`config.mk`:
```
export PLATFORM = sky130hd
export DESIGN_NAME = branch_predictor_flat
export DESIGN_NICKNAME = d
export VERILOG_FILES = /design/src/rtl/branch_predictor_if.sv /design/src/rtl/branch_predictor.sv /design/src/flat_wrapper.sv
export SDC_FILE = /design/constraint.sdc
export NUM_CORES = 2
export LEC_CHECK = 0
export CORE_MARGIN = 5
export CORE_UTILIZATION = 44
export CTS_CLUSTER_DIAMETER = 150
export CTS_CLUSTER_SIZE = 25
export DETAILED_ROUTE_END_ITERATION = 8
export DONT_BUFFER_PORTS = 1
export HOLD_SLACK_MARGIN = 0.05
export PLACE_DENSITY = 0.67
export SYNTH_ARGS = -nofsm -noshare
export SYNTH_HDL_FRONTEND = slang
export SYNTH_SLANG_ARGS = --single-unit
```
`constraint.sdc`:
```
create_clock -name clock -period 8 [get_ports clock]
set_input_delay 1.6 -clock clock [delete_from_list [all_inputs] [get_ports clock]]
set_output_delay 1.6 -clock clock [all_outputs]
set_load 0.02 [all_outputs]
```
`src/rtl/branch_predictor_if.sv`:
```
// Fetch-lookup / resolve-update bus between the MIPS pipeline and the
// branch predictor. The pipeline side is the master, the predictor the slave.
interface branch_predictor_if #(
  parameter int XLEN  = 32,
  parameter int IDX_W = 6
) ();

  // IF-stage lookup
  logic [XLEN-1:0]  lk_pc;
  logic             pred_taken;
  logic [XLEN-1:0]  pred_target;
  logic [IDX_W-1:0] pred_idx;

  // MEM-stage resolution
  logic             upd_valid;
  logic [XLEN-1:0]  upd_pc;
  logic [IDX_W-1:0] upd_idx;
  logic             upd_taken;
  logic [XLEN-1:0]  upd_target;
  logic             upd_pred_taken;
  logic [XLEN-1:0]  upd_pred_target;
  logic             mispredict;
  logic [XLEN-1:0]  redirect_pc;

  modport master (
    output lk_pc,
    output upd_valid, upd_pc, upd_idx, upd_taken, upd_target,
    output upd_pred_taken, upd_pred_target,
    input  pred_taken, pred_target, pred_idx,
    input  mispredict, redirect_pc
  );

  modport slave (
    input  lk_pc,
    input  upd_valid, upd_pc, upd_idx, upd_taken, upd_target,
    input  upd_pred_taken, upd_pred_target,
    output pred_taken, pred_target, pred_idx,
    output mispredict, redirect_pc
  );

endinterface

```
`src/rtl/branch_predictor.sv`:
```
// Branch prediction unit: PC-indexed saturating counters plus a tagged BTB,
// bimodal (MODE 0) or gshare (MODE 1) indexing. Lookup and mispredict
// detection are combinational; tables, history and perf counters update on
// the rising clock edge when a resolved branch is presented.
module branch_predictor #(
  parameter int XLEN    = 32,
  parameter int ENTRIES = 64,
  parameter int CTR_W   = 2,
  parameter int TAG_W   = 8,
  parameter int MODE    = 0,
  parameter int CNT_W   = 32,
  localparam int IDX_W  = $clog2(ENTRIES)
) (
  input  logic                clock,
  input  logic                reset,
  branch_predictor_if.slave   bp,
  output logic [IDX_W-1:0]    ghr_out,
  output logic [CNT_W-1:0]    perf_branches,
  output logic [CNT_W-1:0]    perf_mispredicts
);

  localparam int TAG_LO = IDX_W + 2;
  localparam int TAG_HI = TAG_LO + TAG_W - 1;

  localparam logic [XLEN-1:0]  PC_STEP  = XLEN'(32'd4);
  localparam logic [CTR_W-1:0] CTR_MAX  = {CTR_W{1'b1}};
  // Weakly not-taken: MSB clear, all lower bits set.
  localparam logic [CTR_W-1:0] CTR_INIT = CTR_MAX >> 1;
  localparam logic [CTR_W-1:0] CTR_ONE  = CTR_W'(1'b1);
  localparam logic [CNT_W-1:0] CNT_MAX  = {CNT_W{1'b1}};
  localparam logic [CNT_W-1:0] CNT_ONE  = CNT_W'(1'b1);

  // Saturating counter step toward the resolved outcome.
  function automatic logic [CTR_W-1:0] ctr_next(input logic [CTR_W-1:0] ctr,
                                                input logic             taken);
    logic [CTR_W-1:0] nxt;
    nxt = ctr;
    if (taken) begin
      if (ctr != CTR_MAX) nxt = ctr + CTR_ONE;
      else                nxt = ctr;
    end else begin
      if (ctr != {CTR_W{1'b0}}) nxt = ctr - CTR_ONE;
      else                      nxt = ctr;
    end
    return nxt;
  endfunction

  // Storage (flip-flops, zero read latency)
  logic [CTR_W-1:0]   ctr_r        [ENTRIES];
  logic [ENTRIES-1:0] btb_valid_r;
  logic [TAG_W-1:0]   btb_tag_r    [ENTRIES];
  logic [XLEN-1:0]    btb_target_r [ENTRIES];
  logic [IDX_W-1:0]   ghr_r;
  logic [CNT_W-1:0]   perf_branches_r;
  logic [CNT_W-1:0]   perf_mispredicts_r;

  logic [IDX_W-1:0]   lk_idx_s;
  logic [TAG_W-1:0]   lk_tag_s;
  logic               lk_hit_s;
  logic               lk_taken_s;
  logic [TAG_W-1:0]   upd_tag_s;
  logic               mispredict_s;

  // Only the index and tag fields of the PCs matter here; the rest is folded
  // into a sink so the unused bits are accounted for.
  logic unused_pc_bits_s;
  assign unused_pc_bits_s = ^{bp.lk_pc, bp.upd_pc};

  assign upd_tag_s = bp.upd_pc[TAG_HI:TAG_LO];

  // Lookup: index (bimodal or gshare), tag compare and prediction.
  always_comb begin
    lk_idx_s       = bp.lk_pc[IDX_W+1:2];
    lk_tag_s       = bp.lk_pc[TAG_HI:TAG_LO];
    if (MODE == 32'sd1) begin
      lk_idx_s = bp.lk_pc[IDX_W+1:2] ^ ghr_r;
    end else begin
      lk_idx_s = bp.lk_pc[IDX_W+1:2];
    end
    lk_hit_s       = btb_valid_r[lk_idx_s] && (btb_tag_r[lk_idx_s] == lk_tag_s);
    // A BTB miss never predicts taken, whatever the counter says.
    lk_taken_s     = lk_hit_s && ctr_r[lk_idx_s][CTR_W-1];
    bp.pred_idx    = lk_idx_s;
    bp.pred_taken  = lk_taken_s;
    if (lk_taken_s) begin
      bp.pred_target = btb_target_r[lk_idx_s];
    end else begin
      bp.pred_target = bp.lk_pc + PC_STEP;
    end
  end

  // Resolve: flag a wrong direction or a wrong taken target, pick the fix-up PC.
  always_comb begin
    mispredict_s = bp.upd_valid &&
                   ((bp.upd_taken != bp.upd_pred_taken) ||
                    (bp.upd_taken && (bp.upd_target != bp.upd_pred_target)));
    bp.mispredict = mispredict_s;
    if (bp.upd_taken) begin
      bp.redirect_pc = bp.upd_target;
    end else begin
      bp.redirect_pc = bp.upd_pc + PC_STEP;
    end
  end

  // Counter table: train the entry chosen at fetch (upd_idx, never recomputed).
  always_ff @(posedge clock or negedge reset) begin
    if (!reset) begin
      for (int i = 0; i < ENTRIES; i++) begin
        ctr_r[i] <= CTR_INIT;
      end
    end else if (bp.upd_valid) begin
      ctr_r[bp.upd_idx] <= ctr_next(ctr_r[bp.upd_idx], bp.upd_taken);
    end
  end

  // BTB: taken branches allocate/overwrite; not-taken leaves the entry alone.
  always_ff @(posedge clock or negedge reset) begin
    if (!reset) begin
      btb_valid_r <= {ENTRIES{1'b0}};
      for (int i = 0; i < ENTRIES; i++) begin
        btb_tag_r[i]    <= {TAG_W{1'b0}};
        btb_target_r[i] <= {XLEN{1'b0}};
      end
    end else if (bp.upd_valid && bp.upd_taken) begin
      btb_valid_r[bp.upd_idx]  <= 1'b1;
      btb_tag_r[bp.upd_idx]    <= upd_tag_s;
      btb_target_r[bp.upd_idx] <= bp.upd_target;
    end
  end

  // Non-speculative global history, shifted only on resolved branches.
  always_ff @(posedge clock or negedge reset) begin
    if (!reset) begin
      ghr_r <= {IDX_W{1'b0}};
    end else if (bp.upd_valid) begin
      ghr_r <= {ghr_r[IDX_W-2:0], bp.upd_taken};
    end
  end

  // Performance counters, saturating at all-ones.
  always_ff @(posedge clock or negedge reset) begin
    if (!reset) begin
      perf_branches_r    <= {CNT_W{1'b0}};
      perf_mispredicts_r <= {CNT_W{1'b0}};
    end else if (bp.upd_valid) begin
      if (perf_branches_r != CNT_MAX) begin
        perf_branches_r <= perf_branches_r + CNT_ONE;
      end
      if (mispredict_s && (perf_mispredicts_r != CNT_MAX)) begin
        perf_mispredicts_r <= perf_mispredicts_r + CNT_ONE;
      end
    end
  end

  assign ghr_out          = ghr_r;
  assign perf_branches    = perf_branches_r;
  assign perf_mispredicts = perf_mispredicts_r;

endmodule

```
`src/flat_wrapper.sv`:
```
// flat-port wrapper written by rule: the top's interface ports become plain ports
module branch_predictor_flat 
#(
  parameter int XLEN    = 32,
  parameter int ENTRIES = 64,
  parameter int CTR_W   = 2,
  parameter int TAG_W   = 8,
  parameter int MODE    = 0,
  parameter int CNT_W   = 32,
  localparam int IDX_W  = $clog2(ENTRIES)
)
  (clock, reset, ghr_out, perf_branches, perf_mispredicts, bp_lk_pc, bp_upd_valid, bp_upd_pc, bp_upd_idx, bp_upd_taken, bp_upd_target, bp_upd_pred_taken, bp_upd_pred_target, bp_pred_taken, bp_pred_target, bp_pred_idx, bp_mispredict, bp_redirect_pc);
  branch_predictor_if #(.XLEN(XLEN), .IDX_W(6)) bp_i ();
  input  logic clock;
  input  logic reset;
  output logic [IDX_W-1:0] ghr_out;
  output logic [CNT_W-1:0] perf_branches;
  output logic [CNT_W-1:0] perf_mispredicts;
  input wire logic [$bits(bp_i.lk_pc)-1:0] bp_lk_pc;
  input wire logic [$bits(bp_i.upd_valid)-1:0] bp_upd_valid;
  input wire logic [$bits(bp_i.upd_pc)-1:0] bp_upd_pc;
  input wire logic [$bits(bp_i.upd_idx)-1:0] bp_upd_idx;
  input wire logic [$bits(bp_i.upd_taken)-1:0] bp_upd_taken;
  input wire logic [$bits(bp_i.upd_target)-1:0] bp_upd_target;
  input wire logic [$bits(bp_i.upd_pred_taken)-1:0] bp_upd_pred_taken;
  input wire logic [$bits(bp_i.upd_pred_target)-1:0] bp_upd_pred_target;
  output wire logic [$bits(bp_i.pred_taken)-1:0] bp_pred_taken;
  output wire logic [$bits(bp_i.pred_target)-1:0] bp_pred_target;
  output wire logic [$bits(bp_i.pred_idx)-1:0] bp_pred_idx;
  output wire logic [$bits(bp_i.mispredict)-1:0] bp_mispredict;
  output wire logic [$bits(bp_i.redirect_pc)-1:0] bp_redirect_pc;
  assign bp_i.lk_pc = bp_lk_pc;
  assign bp_i.upd_valid = bp_upd_valid;
  assign bp_i.upd_pc = bp_upd_pc;
  assign bp_i.upd_idx = bp_upd_idx;
  assign bp_i.upd_taken = bp_upd_taken;
  assign bp_i.upd_target = bp_upd_target;
  assign bp_i.upd_pred_taken = bp_upd_pred_taken;
  assign bp_i.upd_pred_target = bp_upd_pred_target;
  assign bp_pred_taken = bp_i.pred_taken;
  assign bp_pred_target = bp_i.pred_target;
  assign bp_pred_idx = bp_i.pred_idx;
  assign bp_mispredict = bp_i.mispredict;
  assign bp_redirect_pc = bp_i.redirect_pc;
  branch_predictor #(.XLEN(XLEN), .ENTRIES(ENTRIES), .CTR_W(CTR_W), .TAG_W(TAG_W), .MODE(MODE), .CNT_W(CNT_W)) u_core (.clock(clock), .reset(reset), .bp(bp_i), .ghr_out(ghr_out), .perf_branches(perf_branches), .perf_mispredicts(perf_mispredicts));
endmodule
```
; Word-level counts from Yosys, hierarchy flattened
; Index checks and enable logic that the tools add are counted.
[word_totals]
ff_bits = 2822
inputBits = 139
output_inout_bits = 142
wordCells = 260
[op_classes]
add_sub_neg = 6
n_lt_le_gt_ge = 6
n_eq_ne = 6
muxes = 31
bitwise_logic = 3
reduce_logical = 12
[op_table]
columns = operator, n
row1 = 2048-bit bitwise mux, 1
row2 = 512-bit bitwise mux, 1
row3 = 32-bit binary-select mux with 6-bit select, 1
row4 = 32-bit demux with 6-bit select, 1
row5 = 32-bit two-way mux, 5
row6 = 128-bit bitwise mux, 1
row7 = "32-bit by 1-bit adder with 32-bit output, second input constant", 2
row8 = "32-bit by 3-bit adder with 32-bit output, second input constant", 2
row9 = "32-bit != test, second input constant", 2
row10 = 64-bit OR, 1
row11 = 8-bit binary-select mux with 6-bit select, 1
row12 = 8-bit demux with 6-bit select, 1
row13 = 32-bit != test, 1
row14 = 2-bit binary-select mux with 6-bit select, 2
row15 = 8-bit two-way mux, 3
row16 = 2-bit two-way mux, 9
row17 = "7-bit >= comparator, second input constant", 2
row18 = "6-bit by 7-bit < comparator with 1-bit output, second input constant", 2
row19 = 6-bit NOT with 7-bit output, 2
row20 = 2-bit demux with 6-bit select, 1
row21 = 8-bit equality test, 1
row22 = 1-bit logical AND, 8
row23 = "7-bit by 1-bit < comparator with 1-bit output, second input constant", 1
row24 = 1-bit binary-select mux with 6-bit select, 1
row25 = 10 further kinds, 12

; Longest topological paths before layout
[logic_depth]
depth_word = 9
depth_mapped = 15
ltp_nobuf = 10

; Worst setup path after synthesis
; OpenSTA, ideal clock, no wires.
[synth_timing]
path_kind = input to output
startpoint = in bp_lk_pc[2]
endpoint = out bp_pred_target[10]
t_arrival_ps = 4911
required_ps = 6400
path_slack_ps = 1489
cell_stages = 12
n_path_buf = 8
cell_sequence = buf_6 buf_6 buf_6 buf_6 buf_6 buf_6 buf_6 buf_1 mux4_2 mux4_2 mux4_2 mux2_2
[synth_between]
elab_chain_len = 8
word_cells_on_any_way = 17
classes_between = add/sub (1) / eq/ne (1) / mux (12) / bitwise (1) / reduce/logical (2)
[synth_rtl]
columns = element, line_no
row1 = start: declaration, flat_wrapper.sv:19  ; input wire logic [$bits(bp_i.lk_pc)-1:0] bp_lk_pc;
row2 = 6-bit NOT with 7-bit output (not written as such), "branch_predictor.sv:80, branch_predictor.sv:82, branch_predictor.sv:86"
row3 = 8-bit binary-select mux with 6-bit select, branch_predictor.sv:80  ; lk_hit_s = btb_valid_r[lk_idx_s] && (btb_tag_r[lk_idx_s] == lk_tag_s);
row4 = 8-bit two-way mux (not written as such) (2 in a row), branch_predictor.sv:80
row5 = 8-bit equality test, branch_predictor.sv:80
row6 = 1-bit logical AND, branch_predictor.sv:80
row7 = 1-bit logical AND, branch_predictor.sv:82  ; lk_taken_s = lk_hit_s && ctr_r[lk_idx_s][CTR_W-1];
row8 = 32-bit two-way mux (*), branch_predictor.sv:85  ; if (lk_taken_s) begin
row9 = end: declaration, flat_wrapper.sv:28  ; output wire logic [$bits(bp_i.pred_target)-1:0] bp_pred_target;
; Every way passes the cells marked *; elsewhere a longest branch is shown, timed or not. The select of a mux whose other input is x is not followed.

; Worst setup path after layout
[layout_timing]
startpoint = in bp_lk_pc[3]
endpoint = out bp_pred_target[19]
; The elaborated chain is that of the path after synthesis.

==> flow_metrics.tcl <==
set metrics [dict create \
    status "finished with violations" \
    violations "max-slew violations" \
    dr.pass1.iters 6 \
    slew_headroom -0.1837 \
    fmax_mhz 129.1 \
    ctsHtreeMaxLevel 4 \
    finalPower_mw 27.41 \
    synthTopCellsByCount "dfrtp_1 (2,758), mux2_2 (2,628), mux4_2 (816)" \
    ys_types 67 \
    path_clk_slew_ns 0.10 \
    grt_max_degree 679 \
    crit_slowest_cell "or4_1" \
    dp_hpwl_um 213300 \
    die_w_um 553.3 \
    grt_pass1_wl_um 566900 \
    ant_nets 0 \
    cp.arrival_ns 6.15 \
    fin_skew_ns 0.04544 \
    synth_top_cell_by_area "dfrtp_1" \
    cpPeakStageDelay_ns 0.46 \
    drive_gt1_frac 0.4977 \
    path_class "primary input to primary output" \
    maxCapViolations 0 \
    drt-wirelength-per-cell_um 33.40 \
    finalWorstSetupSlack_ns 0.2536 \
    setup_viol 0 \
    place_ws_ns 1.043 \
    cp_max_fo 74 \
    start_kind "primary input" \
    antenna_found_initial 18 \
    ctsHoldBuffers 0 \
    ir_drop_v 0.0001709 \
    synth_seq_area_share 0.5444 \
    syn_inst 8429 \
    leakagePower_nw 63.77 \
    ys.flop_type "dfrtp_1" \
    syn2layout_area_growth_pct 5.950 \
    synth-edff-count 0 \
    core-area_um2 293800 \
    cp_data_required_time_ns 6.40 \
    synth_top_area_share 0.5314 \
    gp_congestion 0.8358 \
    hold_path_class "primary input to async pin" \
    io_pins 281 \
    drc 0 \
    drtIter0Drc 7375 \
    start_util 0.4420 \
    cp.buffers_inverters 4 \
    io_buffer_count 0 \
    routed_via_density 6.320 \
    synth_area_leaders "dfrtp_1 (53%), mux2_2 (23%), mux4_2 (14%)" \
    synth.most_common_cell "dfrtp_1" \
    cts_resized 0 \
    critPathTopFamily "simple AND/OR/NAND/NOR gates" \
    yosysWarningCount 0 \
    ys_ff_latch 2822 \
    die_area_um2 306100 \
    end_kind "primary output" \
    die_y_um 553.3 \
    period_share 0.9683 \
    fin_tns_setup_ns 0 \
    slew_violations 61 \
    vias 74860 \
    cts_max_path_buffers 4 \
    clock_latency_ns 0.87 \
    gr-total-overflow 0 \
    utilization 0.4683 \
    syn_avg_cell_area_um2 15.41 \
    worstMarginPinSlew_ns 1.776 \
    period_minus_slack_ns 7.746 \
    final_hold_viol_count 0 \
    p_per_area_nw_per_um2 199.2 \
    grt_pass1_vias 77790 \
    rsz0062_at_grt "no" \
    crit_path_frequent_cell "buf_16" \
    drt-total-wl_um 395600 \
    grtUsageTotal 0.2516 \
    synthArstFlopShare 1.000 \
    final_nets 8025 \
    synth_nets 8572 \
    cts_root_buf "clkbuf_16" \
    cts_buffers 139 \
    cts_tree "built" \
    fp-row-count 199 \
    synth_area_um2 129900 \
    path_cells "buf_16, buf_16, buf_16, mux4_2, a22oi_1, nand4_1, nand4_1, xnor2_1, or4_1, nand4bb_1, nor4_4, buf_12, mux2_2" \
    post_cts_buffers 0 \
    cts.sinks 2822 \
]
[per-layer routing]
metal / GRT usage / share of wire
met1: 0.3283 / 0.40
met5: 0 / 0.000094
met4: 0.1195 / 0.053
met2: 0.4105 / 0.48
met3: 0.04420 / 0.071
[area by class of cell]
type / count / area [µm²]
multi-input cells: 4745 / 56190
flip-flops and latches: 2822 / 70700
fillers: 24920 / 156200
repair buffers: 155 / 1934
diodes: 29 / 72.57
clock inverters: 5 / 75.07
clock buffers: 152 / 3655
inverters: 19 / 73.82
well taps: 3919 / 4903
[placed cells by master (no fill, tap or decap), types with 10 or more instances in the layout]
master / count
dfrtp_1: 2758
mux2_2: 2628
mux4_2: 816
nand2_1: 269
clkbuf_16: 156
buf_4: 111
o21ai_0: 106
xnor2_1: 84
a21oi_1: 81
nand3_1: 73
xor2_1: 72
a31oi_1: 67
dfstp_2: 64
nor2_1: 55
nand2b_1: 47
a22oi_1: 45
mux2i_1: 37
nand2_4: 35
nand4_1: 33
or2_2: 31
diode_2: 29
nor2_4: 29
nor2b_1: 26
nor3_1: 24
and3_1: 23
buf_16: 22
inv_1: 18
nor4_1: 16
and2_1: 14
a221oi_1: 12
buf_12: 11
and4_1: 10
[registers in the layout, summed over array words and instances, names as in the netlist]
name                     count
u_core.btb_target_r       2048
u_core.btb_tag_r           512
u_core.ctr_r               128
u_core.btb_valid_r          64
u_core.perf_branches        32
u_core.perf_mispredicts     32
u_core.ghr_out               6
[cell families (layout without fill, tap and decap cells)]
kind of cell / after synthesis / in the layout / synth area share
compound gates: 378 / 378 / 0.01806
mux: 3481 / 3481 / 0.3722
simple gates: 722 / 722 / 0.02673
buf+inv: 862 / 331 / 0.02742
fa+ha+maj: 6 / 6 / 0.0005395
flops: 2822 / 2822 / 0.5444
xor+xnor: 158 / 158 / 0.01066
other cells: 0 / 29 / 0
[report_power, final]
part / switching, mW / total (mW) / internal (mW)
combinational: 1.39 / 3.19 / 1.80
clock: 4.61 / 7.93 / 3.32
sequential: 0.745 / 16.3 / 15.5
total: 6.74 / 27.4 / 20.7
[stage by stage]
| stage | std cells | hold WS, ns | area [µm²] |
|---|---|---|---|
| 2_1_floorplan | 8429 | 0.4258 | 129900 |
| 3_3_place_gp | 11640 | 0.4440 | 133300 |
| 3_5_place_dp | 11640 | 0.4478 | 133300 |
| 4_1_cts | 11800 | 0.3520 | 137000 |
| 5_1_grt | 11850 | 0.3685 | 137600 |
| 6_report | 11850 | 0.4127 | 137600 |
[final timing paths]
| path | to | slack (ns) | depth (start not counted) | from |
|---|---|---|---|---|
| worst max-delay path | bp_pred_target[19] | 0.25 | 13 | bp_lk_pc[3] |
| worst min-delay path | u_core.perf_branches[11] | 0.41 | 0 | reset |
| worst max register to register | u_core.perf_branches[30] | 4.51 | 9 | u_core.perf_branches[4] |
| worst min register to register | u_core.btb_valid_r[2] | 0.47 | 1 | u_core.btb_valid_r[2] |
| max in group asynchronous | u_core.btb_target_r[1351] | 3.02 | 6 | reset |
| min in group clock | u_core.btb_valid_r[2] | 0.47 | 1 | u_core.btb_valid_r[2] |
Note: power is estimated with default switching activity, not from simulation.
